## src/rtl/food_level_scheduler.sv

```systemverilog
`timescale 1ns/1ps
`default_nettype none
// ============================================================================
// Module      : food_level_scheduler
// Description : Owns the pet's 2-bit food level. Decays it on a seconds
//               timebase while idle, refills it while feeding, and arbitrates
//               the food/medicine buttons into one-shot, mutually exclusive
//               grants.
// Option      : ACCEL_TIME_EN - when defined, the seconds prescaler runs
//               1000x faster (terminal count CLK_HZ/1000).
// Revision    : 1.0 - initial release
// ============================================================================
module food_level_scheduler #(
  parameter int CLK_HZ     = 50_000_000,
  parameter int DECAY_SEC  = 10,
  parameter int FEED_SEC   = 2,
  parameter int MED_SEC    = 3,
  parameter int LEVEL_INIT = 3
) (
  input  logic       clk,
  input  logic       reset,
  input  logic       btn_food,
  input  logic       btn_med,
  input  logic       food_enable,
  input  logic       med_enable,
  output logic [1:0] nivel_comida,
  output logic       food_grant,
  output logic       med_grant,
  output logic       feeding,
  output logic       medicating,
  output logic       sec_tick
);

`ifdef ACCEL_TIME_EN
  localparam int c_term_raw = CLK_HZ / 1000;
`else
  localparam int c_term_raw = CLK_HZ;
`endif
  // Guard against a zero terminal count when accelerating a tiny CLK_HZ.
  localparam int c_term    = (c_term_raw < 1) ? 1 : c_term_raw;
  localparam int c_presc_w = (c_term > 1) ? $clog2(c_term) : 1;
  localparam int c_dec_w   = (DECAY_SEC > 1) ? $clog2(DECAY_SEC) : 1;
  localparam int c_feed_w  = (FEED_SEC > 1) ? $clog2(FEED_SEC) : 1;
  localparam int c_med_w   = (MED_SEC > 1) ? $clog2(MED_SEC) : 1;

  localparam logic [c_presc_w-1:0] c_presc_last = c_presc_w'(c_term - 1);
  localparam logic [c_presc_w-1:0] c_presc_one  = c_presc_w'(1);
  localparam logic [c_dec_w-1:0]   c_dec_last   = c_dec_w'(DECAY_SEC - 1);
  localparam logic [c_dec_w-1:0]   c_dec_one    = c_dec_w'(1);
  localparam logic [c_feed_w-1:0]  c_feed_last  = c_feed_w'(FEED_SEC - 1);
  localparam logic [c_feed_w-1:0]  c_feed_one   = c_feed_w'(1);
  localparam logic [c_med_w-1:0]   c_med_last   = c_med_w'(MED_SEC - 1);
  localparam logic [c_med_w-1:0]   c_med_one    = c_med_w'(1);
  localparam logic [1:0]           c_level_init = (LEVEL_INIT > 3) ? 2'd3 : 2'(LEVEL_INIT);

  typedef enum logic [1:0] {
    S_IDLE = 2'd0,
    S_FEED = 2'd1,
    S_MED  = 2'd2
  } state_t;

  state_t                state_q, state_d;
  logic [c_presc_w-1:0]  presc_q;
  logic [2:0]            food_sync_q;   // [0] first stage, [1] synchronized, [2] edge history
  logic [2:0]            med_sync_q;
  logic [1:0]            level_q, level_d;
  logic [c_dec_w-1:0]    decay_cnt_q, decay_cnt_d;
  logic [c_feed_w-1:0]   feed_cnt_q, feed_cnt_d;
  logic [c_med_w-1:0]    med_cnt_q, med_cnt_d;
  logic                  rr_q, rr_d;
  logic                  food_grant_q, food_grant_d;
  logic                  med_grant_q, med_grant_d;

  logic w_tick;
  logic w_food_req;
  logic w_med_req;
  logic w_grant_food;
  logic w_grant_med;

  // Free-running seconds prescaler; the tick is the cycle before the wrap.
  always_ff @(posedge clk or negedge reset) begin
    if (!reset) begin
      presc_q <= '0;
    end else if (presc_q == c_presc_last) begin
      presc_q <= '0;
    end else begin
      presc_q <= presc_q + c_presc_one;
    end
  end

  assign w_tick = (presc_q == c_presc_last);

  // Two-flop synchronizers plus one history flop for rising-edge detection.
  always_ff @(posedge clk or negedge reset) begin
    if (!reset) begin
      food_sync_q <= 3'b000;
      med_sync_q  <= 3'b000;
    end else begin
      food_sync_q <= {food_sync_q[1:0], btn_food};
      med_sync_q  <= {med_sync_q[1:0], btn_med};
    end
  end

  assign w_food_req = food_sync_q[1] & ~food_sync_q[2] & food_enable;
  assign w_med_req  = med_sync_q[1]  & ~med_sync_q[2]  & med_enable;

  // Round-robin pick between simultaneous requests; only honoured in idle.
  always_comb begin
    w_grant_food = (state_q == S_IDLE) && w_food_req && (!w_med_req || !rr_q);
    w_grant_med  = (state_q == S_IDLE) && w_med_req  && (!w_food_req || rr_q);
  end

  // State, level, counters and grant pulses.
  always_ff @(posedge clk or negedge reset) begin
    if (!reset) begin
      state_q      <= S_IDLE;
      level_q      <= c_level_init;
      decay_cnt_q  <= '0;
      feed_cnt_q   <= '0;
      med_cnt_q    <= '0;
      rr_q         <= 1'b0;
      food_grant_q <= 1'b0;
      med_grant_q  <= 1'b0;
    end else begin
      state_q      <= state_d;
      level_q      <= level_d;
      decay_cnt_q  <= decay_cnt_d;
      feed_cnt_q   <= feed_cnt_d;
      med_cnt_q    <= med_cnt_d;
      rr_q         <= rr_d;
      food_grant_q <= food_grant_d;
      med_grant_q  <= med_grant_d;
    end
  end

  // Next-state: idle decay and arbitration, feeding refill, timed medicine.
  always_comb begin
    state_d      = state_q;
    level_d      = level_q;
    decay_cnt_d  = decay_cnt_q;
    feed_cnt_d   = feed_cnt_q;
    med_cnt_d    = med_cnt_q;
    rr_d         = rr_q;
    food_grant_d = 1'b0;
    med_grant_d  = 1'b0;

    case (state_q)
      S_IDLE: begin
        if (w_tick) begin
          if (decay_cnt_q == c_dec_last) begin
            decay_cnt_d = '0;
            if (level_q != 2'd0) begin
              level_d = level_q - 2'd1;
            end
          end else begin
            decay_cnt_d = decay_cnt_q + c_dec_one;
          end
        end
        if (w_food_req && w_med_req) begin
          rr_d = ~rr_q;
        end
        // A session start restarts the decay window even if a tick landed now.
        if (w_grant_food) begin
          state_d      = S_FEED;
          food_grant_d = 1'b1;
          feed_cnt_d   = '0;
          decay_cnt_d  = '0;
        end else if (w_grant_med) begin
          state_d     = S_MED;
          med_grant_d = 1'b1;
          med_cnt_d   = '0;
          decay_cnt_d = '0;
        end
      end

      S_FEED: begin
        if (w_tick) begin
          if (feed_cnt_q == c_feed_last) begin
            feed_cnt_d = '0;
            if (level_q != 2'd3) begin
              level_d = level_q + 2'd1;
            end
          end else begin
            feed_cnt_d = feed_cnt_q + c_feed_one;
          end
        end
        // Releasing the button loses any partial second of feeding.
        if (!food_sync_q[1] || !food_enable) begin
          state_d    = S_IDLE;
          feed_cnt_d = '0;
        end
      end

      S_MED: begin
        if (w_tick) begin
          if (med_cnt_q == c_med_last) begin
            state_d     = S_IDLE;
            med_cnt_d   = '0;
            decay_cnt_d = '0;
          end else begin
            med_cnt_d = med_cnt_q + c_med_one;
          end
        end
      end

      default: begin
        state_d = S_IDLE;
      end
    endcase
  end

  assign nivel_comida = level_q;
  assign food_grant   = food_grant_q;
  assign med_grant    = med_grant_q;
  assign feeding      = (state_q == S_FEED);
  assign medicating   = (state_q == S_MED);
  assign sec_tick     = w_tick;

endmodule
`default_nettype wire

```

## config.mk

```make
export PLATFORM = sky130hd
export DESIGN_NAME = food_level_scheduler
export DESIGN_NICKNAME = d
export VERILOG_FILES = /design/src/rtl/food_level_scheduler.sv
export SDC_FILE = /design/constraint.sdc
export NUM_CORES = 1
export LEC_CHECK = 0
export CAP_MARGIN = 20
export CORE_UTILIZATION = 45
export CTS_BUF_LIST = sky130_fd_sc_hd__clkbuf_4 sky130_fd_sc_hd__clkbuf_8 sky130_fd_sc_hd__clkbuf_16
export CTS_CLUSTER_DIAMETER = 120
export DETAILED_ROUTE_END_ITERATION = 8
export PLACE_DENSITY_LB_ADDON = 0.25
export SLEW_MARGIN = 40
export SYNTH_ARGS = -nofsm -noshare
export SYNTH_HDL_FRONTEND = slang
export SYNTH_SLANG_ARGS = --single-unit
```

## constraint.sdc

```tcl
create_clock -name clk -period 2.7 [get_ports clk]
set_input_delay 0.54 -clock clk [delete_from_list [all_inputs] [get_ports clk]]
set_output_delay 0.54 -clock clk [all_outputs]
set_load 0.1 [all_outputs]
```

* Word level (Yosys, flattened, before mapping) *
Index checks and enable logic that the tools add are counted.

word-level totals
  bits in registers = 46

cells by class
  add/sub/neg operators = 6
  eq/ne operators = 21
  mux-type cells = 36
  bitwise gates (word level) = 7
  reduce and logical (&&, ||, !) cells = 23

operators with widths
  operator               count
  $mux 2                 15
  $add 26x1->26 const B  1
  $eq 26x26->1 const B   1
  $mux 26                1
  $mux 4                 6
  $ne 2x1->1 const B     8
  $reduce_and 4->1       3
  $ne 2x2->1 const B     5
  $mux 1                 9
  $pmux 2 s2             2
  $pmux 4 s2             1
  $reduce_and 7->1       1
  $pmux 2 s3             1
  $reduce_bool 2->1      3
  $logic_and 1x1->1      5
  $logic_not 1->1        5
  $add 2x1->2 const B    2
  $add 4x1->4 const B    1
  $and 1x1->1            4
  $eq 2x2->1 const B     2
  $eq 4x4->1 const B     1
  $ne 4x4->1 const B     1
  $logic_or 1x1->1       3
  $ne 3x1->1 const B     1
  9 further kinds        11

* Longest topological paths before layout *
  depth after elaboration = 9
  mapped depth = 7

* Least setup slack after synthesis *
OpenSTA, ideal clock, no wires.

  kind = register to output
  from = register presc_q[0]
  to = output sec_tick
  arrival = 3.217 ns
  path slack = -1.057 ns
  stages on the path, launching flop included = 6
  buffers on the path = 1
  cell sequence = dfrtp_1 > ha_1 > nand2_1 > or2_1 > clkbuf_1 > nor3_1

between the ends
  longest elaborated chain between the ends = 1

RTL lines
  what                      line  text
  start: declaration        63    logic [c_presc_w-1:0] presc_q;
  start signal: assignment  87    presc_q <= presc_q + c_presc_one;
  $eq 26x26->1              91    assign w_tick = (presc_q == c_presc_last);
  end: declaration          31    output logic sec_tick

Every way passes these cells.

* Final worst setup path *
Ends and elaborated chain as after synthesis.

==> run metrics <==
Synth Cell Area 0.00223 mm²; multi-input logic area 0.00105 mm²; fin worst setup slack 0.245 ns; Post-Route WL 4190 µm; total negative slack 0 ns; Clock Sinks 46; Final Max Slew Viols 0; global-route wire length before repair 7090 µm; slowest CP cell dfrtp_1; Synth Warn # 0; worst-case vdd ir drop 0.439 mV; Place WS 0.475 ns; worst relative slew slack 67.8%; max incr delay on CP 0.37 ns; critical path class reg2out; cell taking the most area after synthesis dfrtp_1; CP Data Required Time 2.16 ns; area grow syn2layout 14.2%; TritonCTS clock tree done; Clk Latency, worst-skew pair 0.30 ns; max_cap viols 0; most frequent cells in the layout dfrtp_1 (44), nor2_1 (25), xor2_1 (17); Synth top area share 49.4%; Pwr Density 538 mW/mm²; Syn Area/Cell 10.6 µm²; sequential fraction of the synthesis area 51.7%; EDFF count, synth 0; initial core utilization 46.9%; CTS root buffer clkbuf_8; initial antenna violation count 0; FMAX 407 MHz; leakage 1.16 nW; Crit. path cell count 5; Site Rows 25; status completed; Post-synth ARST share 100%; io pins 13; TritonRoute pass-1 iters 4; Main synth FF type dfrtp_1; Worst-path clk slew 0.09 ns; reg2reg start presc_q[7]; library cells used by synthesis 44; minimum hold slack 0.120 ns; largest net degree at the start of global routing 34; Die Ht 72.4 µm; vias in the first global route 1,572; FF+latch area 0.00115 mm²; minimum clock period 2.46 ns; Pwr Total 0.00137 W; Worst R2R Path Depth 6; Iter 0 DRT Violations 72; Global Route Usage Sum 17.9%; CP cell instances ha_1, nand2_1, or2_1, nor3_4, buf_12; die area 0.00524 mm²; cells after synthesis 211; DP Wirelength 3090 µm; Worst Path Buf+Inv 1; drt drc 0; Crit. End Element output port; Buffers on Ports 12; final instance area 0.00255 mm²; Yosys reg bits 46; share of cells above drive strength 1 13.9%; nets@finish 239; startpoint types flop; Core Box Area 0.00475 mm²; Critical Path End sec_tick; vias 1,603; reg2reg setup slack 0.48 ns; total grt overflow 0; worst hold path type in2async; Net Count, Synth 220; worst slew pin tran 0.478 ns; crit share post-route 90.9%; H-tree levels 2; CTS resizes 0; Routed WL per cell 14.1 µm; Setup Skew 0.0135 ns; final hold violations 0; Vias/cell 5.38; delay-heaviest family, CP simple AND/OR/NAND/NOR gates; worst r2r dst presc_q[22]; routability cong. 0.829; RSZ-0062 raised after global routing no; Placed Area 0.00245 mm²; TritonCTS Buffers 5; filler cell count 432; CP startpoint presc_q[0]; top cells by area, synth dfrtp_1 (49%), xor2_1 (6.7%), nor2_1 (4.2%), xnor2_1 (3.5%), nand2_1 (2.7%); critical path fanouts, max 5; clock buffer depth 2; most common cell after layout, fill and taps aside dfrtp_1; CP arrival 1.92 ns; setup violators final 0; CTS Hold Bufs 0; Antenna Nets Post-Route 0; diode count 0; Die X 72.4 µm; # Post-CTS Setup Buffers 0
layer usage:
metal	share of wire, %	vias up	global-route usage [%]
met2	47	42	28.5
met5	0	-	0
met3	4.4	9	4.72
met1	47	754	23.4
li1	-	798	-
met4	1.9	0	7.41
synthesized netlist by cell type (all sizes together) (2+ instances only):
| cell | instances |
|---|---|
| nand3b | 3 |
| inv | 4 |
| nor2 | 25 |
| ha | 3 |
| or4b | 2 |
| nand4 | 7 |
| and4 | 3 |
| dfrtp | 44 |
| and3 | 5 |
| a41oi | 3 |
| dfstp | 2 |
| nand3 | 11 |
| or3 | 3 |
| mux2i | 3 |
| nor2b | 4 |
| buf | 2 |
| a31oi | 6 |
| o31ai | 2 |
| or2 | 2 |
| xor2 | 17 |
| nor4b | 2 |
| xnor2 | 9 |
| nor3b | 3 |
| o21ai | 4 |
| nand2 | 16 |
| a21oi | 2 |
| nor4 | 9 |
| clkbuf | 3 |
| nor3 | 5 |
kinds of logic after synthesis:
group / synth area share [%]
muxes: 1.85
AOI/OAI and AO/OA: 6.39
buffers and inverters: 1.57
and+or+nand+nor: 26.6
adders and majority gates: 1.68
DFF: 51.7
xor gates and xnor gates: 10.2
worst min path at each step:
stage              startpoint        endpoint  slack, ns  depth (start not counted)
2_1_floorplan           reset  decay_cnt_q[0]       0.24                          0
3_3_place_gp   food_sync_q[0]  food_sync_q[1]       0.33                          0
3_5_place_dp    med_sync_q[0]   med_sync_q[1]       0.34                          0
4_1_cts                 reset  decay_cnt_q[2]       0.12                          1
5_1_grt                 reset       med_grant       0.13                          1
6_report                reset  decay_cnt_q[2]       0.12                          1
final cells by class:
type	count	share of cell area [%]
sequential	46	45.3
inverter	4	0.589
timing repair buffer	17	5.79
clock inverter	2	0.491
multi-input combinational	156	41.3
tap	67	3.29
clock buffer	6	3.24
registers in the layout, indices dropped and copies added, names as in the netlist:
| register | cells |
|---|---|
| presc_q | 26 |
| decay_cnt_q | 4 |
| food_sync_q | 3 |
| med_sync_q | 3 |
| med_cnt_q | 2 |
| nivel_comida | 2 |
| state_q | 2 |
| feed_cnt_q | 1 |
| food_grant | 1 |
| med_grant | 1 |
| rr_q | 1 |
per-stage QoR:
step / cells / utilization (%)
after floorplan: 211 / -
after global placement: 290 / 51.6
after detailed placement: 290 / 51.6
after CTS: 298 / 53.6
after global routing: 298 / 53.6
final: 298 / 53.6
power by group:
part           internal (W)  leakage [nW]  total [W]  switching, W
combinational     0.0000529         0.514   0.000185      0.000132
sequential         0.000711         0.602   0.000753     0.0000419
clock              0.000206        0.0472   0.000433      0.000227
total              0.000970          1.16    0.00137      0.000401
No activity file was read; power rests on OpenSTA's default activity.
